**config.mk**
```make
export PLATFORM = sky130hd
export DESIGN_NAME = ili9341_bus_rx
export DESIGN_NICKNAME = d
export VERILOG_FILES = /design/src/rtl/ili9341_pkg.sv /design/src/rtl/ili9341_cursor.sv /design/src/rtl/ili9341_bus_rx.sv
export SDC_FILE = /design/constraint.sdc
export NUM_CORES = 1
export LEC_CHECK = 0
export ABC_AREA = 1
export CAP_MARGIN = 20
export CORE_MARGIN = 5
export CORE_UTILIZATION = 55
export DETAILED_ROUTE_END_ITERATION = 6
export DONT_BUFFER_PORTS = 1
export PLACE_DENSITY = 0.81
export SLEW_MARGIN = 40
export SYNTH_ARGS = -nofsm -noshare
export SYNTH_HDL_FRONTEND = slang
export SYNTH_SLANG_ARGS = --single-unit
export TNS_END_PERCENT = 1
```
**constraint.sdc**
```tcl
create_clock -name clk_16MHz -period 4.2 [get_ports clk_16MHz]
set_input_delay 1.05 -clock clk_16MHz [delete_from_list [all_inputs] [get_ports clk_16MHz]]
set_output_delay 1.05 -clock clk_16MHz [all_outputs]
set_load 0.1 [all_outputs]
```
**src/rtl/ili9341_pkg.sv**
```systemverilog
// Shared opcodes, receiver state encoding and default window limits for the
// ILI9341 8080-style write bus; the bus driver imports the same opcodes.
package ili9341_pkg;

  localparam logic [7:0] CMD_SWRESET = 8'h01;
  localparam logic [7:0] CMD_SLPIN   = 8'h10;
  localparam logic [7:0] CMD_SLPOUT  = 8'h11;
  localparam logic [7:0] CMD_DISPOFF = 8'h28;
  localparam logic [7:0] CMD_DISPON  = 8'h29;
  localparam logic [7:0] CMD_CASET   = 8'h2A;
  localparam logic [7:0] CMD_PASET   = 8'h2B;
  localparam logic [7:0] CMD_RAMWR   = 8'h2C;
  localparam logic [7:0] CMD_RAMWRC  = 8'h3C;

  localparam int unsigned DEF_COL_MAX  = 239;
  localparam int unsigned DEF_PAGE_MAX = 319;

  typedef enum logic [2:0] {
    ST_IDLE,
    ST_CASET,
    ST_PASET,
    ST_RAMWR,
    ST_OTHER
  } rx_state_e;

  // Window parameters arrive big-endian; the panel only uses 9 bits.
  function automatic logic [8:0] param_coord(input logic [7:0] hi, input logic [7:0] lo);
    return {hi[0], lo};
  endfunction

endpackage

```
**src/rtl/ili9341_cursor.sv**
```systemverilog
// Column/page window registers and the RAM write cursor that walks them.
module ili9341_cursor
  import ili9341_pkg::*;
#(
  parameter int unsigned COL_MAX  = DEF_COL_MAX,
  parameter int unsigned PAGE_MAX = DEF_PAGE_MAX
) (
  input  logic       clk_16MHz,
  input  logic       reset,
  input  logic       load_start_i,
  input  logic       step_i,
  input  logic       commit_col_i,
  input  logic       commit_page_i,
  input  logic       restore_defaults_i,
  input  logic [8:0] start_i,
  input  logic [8:0] end_i,
  output logic [8:0] x_o,
  output logic [8:0] y_o,
  output logic       at_end_o
);

  logic [8:0] sc_q, ec_q, sp_q, ep_q, x_q, y_q;
  logic [8:0] sc_d, ec_d, sp_d, ep_d, x_d, y_d;

  always_comb begin
    // NOTE: every combinational output starts from a default so no path leaves it unassigned (no latch).
    sc_d = sc_q;
    ec_d = ec_q;
    sp_d = sp_q;
    ep_d = ep_q;
    x_d  = x_q;
    y_d  = y_q;

    if (restore_defaults_i) begin
      sc_d = '0;
      ec_d = 9'(COL_MAX);
      sp_d = '0;
      ep_d = 9'(PAGE_MAX);
    end else begin
      if (commit_col_i) begin
        sc_d = start_i;
        ec_d = end_i;
      end
      if (commit_page_i) begin
        sp_d = start_i;
        ep_d = end_i;
      end
    end

    // x wraps naturally at 511, which lets a start column above the end column still reach it.
    if (load_start_i) begin
      x_d = sc_q;
      y_d = sp_q;
    end else if (step_i) begin
      if (x_q == ec_q) begin
        x_d = sc_q;
        y_d = (y_q == ep_q) ? sp_q : y_q + 9'd1;
      end else begin
        x_d = x_q + 9'd1;
      end
    end
  end

  always_ff @(posedge clk_16MHz or posedge reset) begin
    if (reset) begin
      sc_q <= '0;
      ec_q <= 9'(COL_MAX);
      sp_q <= '0;
      ep_q <= 9'(PAGE_MAX);
      x_q  <= '0;
      y_q  <= '0;
    end else begin
      // NOTE: non-blocking assignments so every register samples pre-edge values.
      sc_q <= sc_d;
      ec_q <= ec_d;
      sp_q <= sp_d;
      ep_q <= ep_d;
      x_q  <= x_d;
      y_q  <= y_d;
    end
  end

  assign x_o      = x_q;
  assign y_o      = y_q;
  assign at_end_o = (x_q == ec_q) && (y_q == ep_q);

endmodule

```
**src/rtl/ili9341_bus_rx.sv**
```systemverilog
// Panel-side decoder for the ILI9341 write bus: commands, window setup and
// RAM writes turned into addressed RGB565 pixels.
module ili9341_bus_rx
  import ili9341_pkg::*;
#(
  parameter int unsigned COL_MAX  = DEF_COL_MAX,
  parameter int unsigned PAGE_MAX = DEF_PAGE_MAX
) (
  input  logic        clk_16MHz,
  input  logic        reset,
  input  logic        ncs,
  input  logic        cmd_data,
  input  logic        write_edge,
  input  logic [7:0]  din,
  output logic        cmd_valid,
  output logic [7:0]  cmd_byte,
  output logic        pix_valid,
  output logic [8:0]  pix_x,
  output logic [8:0]  pix_y,
  output logic [15:0] pix_data,
  output logic        frame_done,
  output logic        disp_on,
  output logic        awake
);

  rx_state_e   state_q, state_d;
  logic        we_q;
  logic [1:0]  param_idx_q, param_idx_d;
  logic        byte_phase_q, byte_phase_d;
  logic [7:0]  hi_q, hi_d;
  logic [7:0]  shadow_q [4];
  logic [7:0]  shadow_d [4];

  logic        cmd_valid_q, cmd_valid_d;
  logic [7:0]  cmd_byte_q, cmd_byte_d;
  logic        pix_valid_q, pix_valid_d;
  logic [8:0]  pix_x_q, pix_x_d, pix_y_q, pix_y_d;
  logic [15:0] pix_data_q, pix_data_d;
  logic        frame_done_q, frame_done_d;
  logic        disp_on_q, disp_on_d;
  logic        awake_q, awake_d;

  logic        strobe;
  logic        load_start, step, commit_col, commit_page, restore_defaults;
  logic [8:0]  win_start, win_end;
  logic [8:0]  cur_x, cur_y;
  logic        cur_at_end;

  // A held-high strobe counts once; deselected strobes still advance we_q.
  assign strobe = write_edge & ~we_q & ~ncs;

  ili9341_cursor #(
    .COL_MAX  (COL_MAX),
    .PAGE_MAX (PAGE_MAX)
  ) u_cursor (
    .clk_16MHz          (clk_16MHz),
    .reset              (reset),
    .load_start_i       (load_start),
    .step_i             (step),
    .commit_col_i       (commit_col),
    .commit_page_i      (commit_page),
    .restore_defaults_i (restore_defaults),
    .start_i            (win_start),
    .end_i              (win_end),
    .x_o                (cur_x),
    .y_o                (cur_y),
    .at_end_o           (cur_at_end)
  );

  always_comb begin
    state_d          = state_q;
    param_idx_d      = param_idx_q;
    byte_phase_d     = byte_phase_q;
    hi_d             = hi_q;
    shadow_d         = shadow_q;
    cmd_valid_d      = 1'b0;
    cmd_byte_d       = cmd_byte_q;
    pix_valid_d      = 1'b0;
    pix_x_d          = pix_x_q;
    pix_y_d          = pix_y_q;
    pix_data_d       = pix_data_q;
    frame_done_d     = 1'b0;
    disp_on_d        = disp_on_q;
    awake_d          = awake_q;
    load_start       = 1'b0;
    step             = 1'b0;
    commit_col       = 1'b0;
    commit_page      = 1'b0;
    restore_defaults = 1'b0;
    win_start        = '0;
    win_end          = '0;

    if (strobe && !cmd_data) begin
      cmd_valid_d  = 1'b1;
      cmd_byte_d   = din;
      param_idx_d  = '0;
      byte_phase_d = 1'b0;
      case (din)
        CMD_CASET:   state_d = ST_CASET;
        CMD_PASET:   state_d = ST_PASET;
        CMD_RAMWR: begin
          state_d    = ST_RAMWR;
          load_start = 1'b1;
        end
        CMD_RAMWRC:  state_d = ST_RAMWR;
        CMD_SWRESET: begin
          state_d          = ST_IDLE;
          restore_defaults = 1'b1;
          disp_on_d        = 1'b0;
          awake_d          = 1'b0;
        end
        CMD_SLPIN: begin
          state_d = ST_IDLE;
          awake_d = 1'b0;
        end
        CMD_SLPOUT: begin
          state_d = ST_IDLE;
          awake_d = 1'b1;
        end
        CMD_DISPOFF: begin
          state_d   = ST_IDLE;
          disp_on_d = 1'b0;
        end
        CMD_DISPON: begin
          state_d   = ST_IDLE;
          disp_on_d = 1'b1;
        end
        default:     state_d = ST_OTHER;
      endcase
    end else if (strobe) begin
      case (state_q)
        ST_CASET, ST_PASET: begin
          shadow_d[param_idx_q] = din;
          param_idx_d           = param_idx_q + 2'd1;
          // Start and end land together on the fourth byte, so a partial set never disturbs the window.
          if (param_idx_q == 2'd3) begin
            win_start   = param_coord(shadow_q[0], shadow_q[1]);
            win_end     = param_coord(shadow_q[2], din);
            commit_col  = (state_q == ST_CASET);
            commit_page = (state_q == ST_PASET);
            state_d     = ST_OTHER;
          end
        end
        ST_RAMWR: begin
          if (!byte_phase_q) begin
            hi_d         = din;
            byte_phase_d = 1'b1;
          end else begin
            pix_valid_d  = 1'b1;
            pix_x_d      = cur_x;
            pix_y_d      = cur_y;
            pix_data_d   = {hi_q, din};
            frame_done_d = cur_at_end;
            byte_phase_d = 1'b0;
            step         = 1'b1;
          end
        end
        default: ;
      endcase
    end
  end

  always_ff @(posedge clk_16MHz or posedge reset) begin
    if (reset) begin
      state_q      <= ST_IDLE;
      we_q         <= 1'b0;
      param_idx_q  <= '0;
      byte_phase_q <= 1'b0;
      hi_q         <= '0;
      shadow_q     <= '{default: '0};
      cmd_valid_q  <= 1'b0;
      cmd_byte_q   <= '0;
      pix_valid_q  <= 1'b0;
      pix_x_q      <= '0;
      pix_y_q      <= '0;
      pix_data_q   <= '0;
      frame_done_q <= 1'b0;
      disp_on_q    <= 1'b0;
      awake_q      <= 1'b0;
    end else begin
      state_q      <= state_d;
      we_q         <= write_edge;
      param_idx_q  <= param_idx_d;
      byte_phase_q <= byte_phase_d;
      hi_q         <= hi_d;
      shadow_q     <= shadow_d;
      cmd_valid_q  <= cmd_valid_d;
      cmd_byte_q   <= cmd_byte_d;
      pix_valid_q  <= pix_valid_d;
      pix_x_q      <= pix_x_d;
      pix_y_q      <= pix_y_d;
      pix_data_q   <= pix_data_d;
      frame_done_q <= frame_done_d;
      disp_on_q    <= disp_on_d;
      awake_q      <= awake_d;
    end
  end

  assign cmd_valid  = cmd_valid_q;
  assign cmd_byte   = cmd_byte_q;
  assign pix_valid  = pix_valid_q;
  assign pix_x      = pix_x_q;
  assign pix_y      = pix_y_q;
  assign pix_data   = pix_data_q;
  assign frame_done = frame_done_q;
  assign disp_on    = disp_on_q;
  assign awake      = awake_q;

endmodule

```
==> run metrics, run 1 <==
status=completed; Crit. End Element=output port; area of the multi-input gates=2390 µm²; Via Count=~4900; r2r setup slk=1.93 ns; largest net degree at the start of global routing=just over 90; Yosys top cell by area=dfrtp_1; Cells after DPL=829; Int Pwr=approximately 2400 µW; grt total ovfl=0; HPWL after DPL=approximately 11000 µm; clk root buf=clkbuf_8; fin crit period=around 2.5 ns; Distinct cells, synth=35; average routed wire per standard cell=around 18 µm; synth top area cells=dfrtp_1, nand2_1, dfstp_2; setup TNS=0 ns; clk_lat worst skew=approximately 0.54 ns; worst-path maximum fanout=2; Tightest Pin Transition=0.899 ns; post-CTS sizing=0; final number of max-transition violations=0; CTS H-tree lvls=4; worst r2r src=we_q; Finished Layout Cells=between 800 and 900; post-synth top area share=between 40% and 50%; met3 usage=6.18%; fmax=398 MHz; RSZ-0062 raised after global routing=false; Max clock buf depth=2; RePlAce Congestion=~0.91; Worst Path Required=between 3 and 4 ns; Critical Path End=cmd_byte[4]; Post-Syn Area=5980 µm²; routing usage on met2=between 40 and 50%; WP depth=0; Avg Cell Area, Syn=between 8 and 9 µm²; vias in the first global route=around 5000; M1 GR Usage=roughly 34%; FF/Latch Area=3220 µm²; Port Buffers=0; hold buffer count at cts=0; min-delay worst type=primary input to async pin; Fillers=roughly 840; synth warn=0; post-route cell area=~6800 µm²; initial drt markers=roughly 510; Sequential Power Share=approximately 45%; Die H=between 100 and 150 µm; worst slack at placement=around 1.3 ns; Std-Cell Rows=38; Tot Pwr=3270 µW; kind of critical path=flop to output port; Die W=about 110 µm; arrival time worst endpoint=about 1.5 ns; Inserted Clock Buffers=17; Max Cap Viol=0; VDD IR max=between 0.3 and 0.4 mV; share of cells above drive strength 1=17.5%; most frequent cells in the layout=nand2_1, dfrtp_1, nand3_1; reg2reg end=u_cursor.y_o[5]; Clk pwr share=between 40% and 50%; final hold violation count=0; DRC Markers=0; Logic pwr share=between 5 and 6%; num ports=60; first-pass GRT wire length=around 26000 µm; Total Die Area=approximately 13000 µm²; Final Setup Violations=0; All-Layer GR Usage=between 20% and 30%; Tcrit/Tclk final=approximately three fifths; post-synthesis sequential area ratio=53.0%; flops & latches, synth=roughly 130; CTS tree=built; Pwr Density=about 480 nW/µm²; clock sinks=126; DP Area=slightly above 6000 µm²; # Post-CTS Setup Buffers=0; Setup crit start=cmd_byte[4]; syn_nets=726; FF-to-FF path depth=8; most common cell after layout, fill and taps aside=nand2_1; clock edge transition at the registers on the reported setup and hold paths=about 0.070 ns; initial antenna violation count=0; antenna diode count=0; Startpoint Class=flop; P_sw=852 µW; Layout Skew=0.0108 ns; # nets final=between 700 and 800; First-pass DRT Iterations=5; Syn Inst Count=between 700 and 800; Final WS setup=1.68 ns; Sw Share=approximately a quarter; Slew headroom=roughly two fifths; drt total wl=15700 µm; synthesis-to-layout area growth=14.0%; core area=10700 µm²; GRT Max-Usage Layer=met2; Starting Density=between 50% and 60%; via/cell ratio=roughly 5.7; Leak Pwr=between 0.003 and 0.004 µW; Routed Antenna Nets=0
[worst register-to-register path, stage by stage, from the launching register on]
cell	delay (ns)
dfrtp_1	0.37
inv_2	0.07
nand3b_4	0.14
nor2_4	0.32
nand3_1	0.54
nand2_1	0.47
nand2_1	0.12
nand3_1	0.09
nand2_1	0.05
[state kept, by name (all words and copies together), names as in the netlist]
signal	flops
awake	1
byte_phase_q	1
cmd_byte	8
cmd_valid	1
disp_on	1
frame_done	1
hi_q	8
param_idx_q	2
pix_data	16
pix_valid	1
pix_x	9
pix_y	9
shadow_q	10
state_q	3
u_cursor.ec_q	9
u_cursor.ep_q	9
u_cursor.sc_q	9
u_cursor.sp_q	9
u_cursor.x_o	9
u_cursor.y_o	9
we_q	1
[power by group through the flow]
stage | Sequential [µW] | Clock [µW] | Combinational (µW)
3_5_place_dp | 1480 | 0 | 189
4_1_cts | 1460 | 1620 | 191
2_1_floorplan | 1460 | 0 | 148
6_report | 1460 | 1620 | 193
5_1_grt | 1470 | 1670 | 224
3_3_place_gp | 1470 | 0 | 178
[final cells by class]
cell class                 count  area share [%]
sequential                   126            47.2
multi-input combinational    485            35.0
clock buffer                  20            6.53
inverter                      71            3.96
clock inverter                12            3.05
tap                          140            2.57
timing repair buffer           8            1.67
[routing by layer]
layer	share of wire [%]	routed length (µm)
met2	49	7660
met3	8.6	1350
met5	0	0
met1	40	6300
met4	2.5	390
[cell families (layout without fill, tap and decap cells)]
| kind of cell | Yosys count | in the layout | synth area share [%] |
|---|---|---|---|
| and+or+nand+nor | 359 | 359 | 26.8 |
| DFF | 126 | 126 | 53.0 |
| AOI/OAI and AO/OA | 97 | 97 | 8.45 |
| buffers and inverters | 96 | 111 | 7.11 |
| xor gates and xnor gates | 23 | 23 | 3.37 |
| adders and majority gates | 6 | 6 | 1.25 |
[through the flow]
stage,utilization [%],hold slack (ns)
3_5_place_dp,57.0,0.470
3_3_place_gp,56.1,0.464
5_1_grt,63.5,0.349
6_report,63.5,0.335
2_1_floorplan,-,0.442
4_1_cts,63.0,0.484
[cells in the mapped netlist]
cell	number
nand2_1	216
dfrtp_1	112
nand3_1	64
inv_1	58
o21ai_0	48
nor2_1	34
o21ai_1	29
xnor2_1	15
dfstp_2	14
buf_2	12
nand4_1	12
inv_2	11
a21oi_1	9
xor2_1	8
nand2_2	7
nor3_1	7
o22ai_1	7
buf_6	6
ha_1	6
clkbuf_1	5
nor2_2	5
nand2_4	3
nand3_2	3
nor2_4	3
clkinv_1	2
o211ai_1	2
and3_1	1
buf_4	1
clkbuf_2	1
nand3b_1	1
nand3b_4	1
nand4_4	1
nor3_2	1
o21a_1	1
o21ai_2	1
[how the worst min path moves through the flow]
stage	cells after the start	start	endpoint	slack (ns)
6_report	1	reset	hi_q[7]	0.34
5_1_grt	1	reset	pix_valid	0.35
4_1_cts	2	hi_q[3]	pix_data[11]	0.48
3_5_place_dp	2	hi_q[3]	pix_data[11]	0.47
3_3_place_gp	2	hi_q[6]	pix_data[14]	0.46
2_1_floorplan	2	hi_q[2]	pix_data[10]	0.44
Note: power is estimated with default switching activity, not from simulation.
==> inputs of run 2 (changes only) <==
clock period = 2.2 ns   (was 4.2 ns; I/O delays follow)
==> run metrics, run 2 (synthesized netlist as in run 1, its figures left out) <==
Total Die Area=13100 µm² (unchanged); Sequential Power Share=41.2% (was 44.7%); Std-Cell Rows=38 (unchanged); Slew headroom=56.4% (was 40.1%); Layout Skew=0.00378 ns (was 0.0108 ns); fmax=around 520 MHz; Die H=114 µm (unchanged); Port Buffers=0 (unchanged); Die W=114 µm (unchanged); setup TNS=0 ns (unchanged); Inserted Clock Buffers=17 (unchanged); min-delay worst type=primary input to flop (was primary input to async pin); Starting Density=55.7% (unchanged); final hold violation count=0 (unchanged); antenna diode count=0 (unchanged); fin crit period=around 1.9 ns; FF/Latch Area=3170 µm² (was 3220 µm²); Tightest Pin Transition=0.653 ns (was 0.899 ns); Max clock buf depth=2 (unchanged); Pwr Density=873 nW/µm² (was 480 nW/µm²); status=completed (unchanged); Finished Core Util=66.3% (was 63.5%); DRC Markers=0 (unchanged); Final Setup Violations=0 (unchanged); # nets final=782 (was 728); Crit. End Element=flop (was output port); Int Pwr=4670 µW (was 2420 µW); synthesis-to-layout area growth=19.1% (was 14.0%); most common cell after layout, fill and taps aside=nand2_1 (unchanged); Via Count=4929 (was 4949); vias in the first global route=5015 (was 4932); final number of max-transition violations=0 (unchanged); Routed Antenna Nets=0 (unchanged); Max Cap Viol=0 (unchanged); worst-path maximum fanout=8 (was 2); Tcrit/Tclk final=approximately 87%; initial drt markers=537 (was 507); num ports=60 (unchanged); clk_lat worst skew=0.52 ns (was 0.54 ns); initial antenna violation count=0 (unchanged); All-Layer GR Usage=25.0% (was 25.4%); max reg flops=16 (unchanged); Fillers=834 (was 839); r2r setup slk=0.28 ns (was 1.93 ns); P_sw=1550 µW (was 852 µW); clk root buf=clkbuf_8 (unchanged); grt total ovfl=0 (unchanged); most frequent cells in the layout=nand2_1, dfrtp_1, nand3_1 (unchanged); Clk pwr share=48.5% (was 49.4%); clock edge transition at the registers on the reported setup and hold paths=0.06 ns (was 0.07 ns); DP Area=6480 µm² (was 6120 µm²); arrival time worst endpoint=2.37 ns (was 1.47 ns); first-pass GRT wire length=25300 µm (was 25800 µm); First-pass DRT Iterations=5 (unchanged); area of the multi-input gates=2390 µm² (unchanged); kind of critical path=flop to flop (was flop to output port); core area=10700 µm² (unchanged); largest net degree at the start of global routing=127 (was 91); share of cells above drive strength 1=18.6% (was 17.5%); hold buffer count at cts=0 (unchanged); Sw Share=24.9% (was 26.0%); RePlAce Congestion=0.883 (was 0.912); post-route cell area=7130 µm² (was 6820 µm²); clock sinks=126 (unchanged); CTS H-tree lvls=4 (unchanged); average routed wire per standard cell=16.2 µm (was 18.2 µm); RSZ-0062 raised after global routing=false (unchanged); VDD IR max=0.940 mV (was 0.368 mV); post-CTS sizing=0 (unchanged); CTS tree=built (unchanged); Startpoint Class=flop (unchanged); drt total wl=14900 µm (was 15700 µm); Leak Pwr=0.00355 µW (was 0.00320 µW); Worst Path Required=2.65 ns (was 3.15 ns); via/cell ratio=5.38 (was 5.74); HPWL after DPL=10400 µm (was 10700 µm); # Post-CTS Setup Buffers=0 (unchanged); Logic pwr share=10.3% (was 5.9%)
## run 2: layout make-up
type	count	area share (%)
tap	140	2.46
multi-input combinational	485	33.5
sequential	126	44.5
inverter	71	3.79
clock buffer	21	6.44
timing repair buffer	62	6.71
clock inverter	11	2.62
## run 2: per-stage QoR
step	instances	total power [µW]	hold WS [ns]	setup WS, ns
finish	916	6220	0.0519	0.285
global route	916	6460	0.0140	0.198
CTS	916	6260	0.0258	0.314
detailed placement	884	3240	0.457	0.167
global placement	884	3210	0.451	0.241
floorplan	707	3070	0.442	0.108
## run 2: power groups by stage
stage               clock network [µW]  registers (µW)  logic, µW
finish                            3020            2560        641
global route                      3180            2580        705
CTS                               3060            2560        645
detailed placement                   0            2600        642
global placement                     0            2590        621
floorplan                            0            2790        282
## run 2: metal layers
metal | vias to the layer above | track usage, % | share of wire [%] | routed length (µm)
li1 | 2385 | - | - | -
met2 | 178 | 38.6 | 47 | 6970
met5 | - | 0 | 0 | 0
met4 | 0 | 9.90 | 2.3 | 335
met3 | 22 | 7.45 | 7.7 | 1150
met1 | 2344 | 33.2 | 43 | 6410
## run 2: final timing paths
kind                           startpoint               end  depth (start not counted)
max                        param_idx_q[0]  u_cursor.ep_q[3]                          6
min reg2reg                       hi_q[3]      pix_data[11]                          2
min in group asynchronous           reset       pix_data[0]                          2
min                            write_edge              we_q                          0
max in group asynchronous           reset      shadow_q[21]                          2
max reg2reg                param_idx_q[0]  u_cursor.ep_q[3]                          6
## run 2: worst max-delay path, stage by stage, from the launching register on
cell,delay [ns]
dfrtp_1,0.41
ha_1,0.31
buf_4,0.22
nand4_1,0.27
o21ai_1,0.42
nor2_1,0.10
nor2_1,0.12
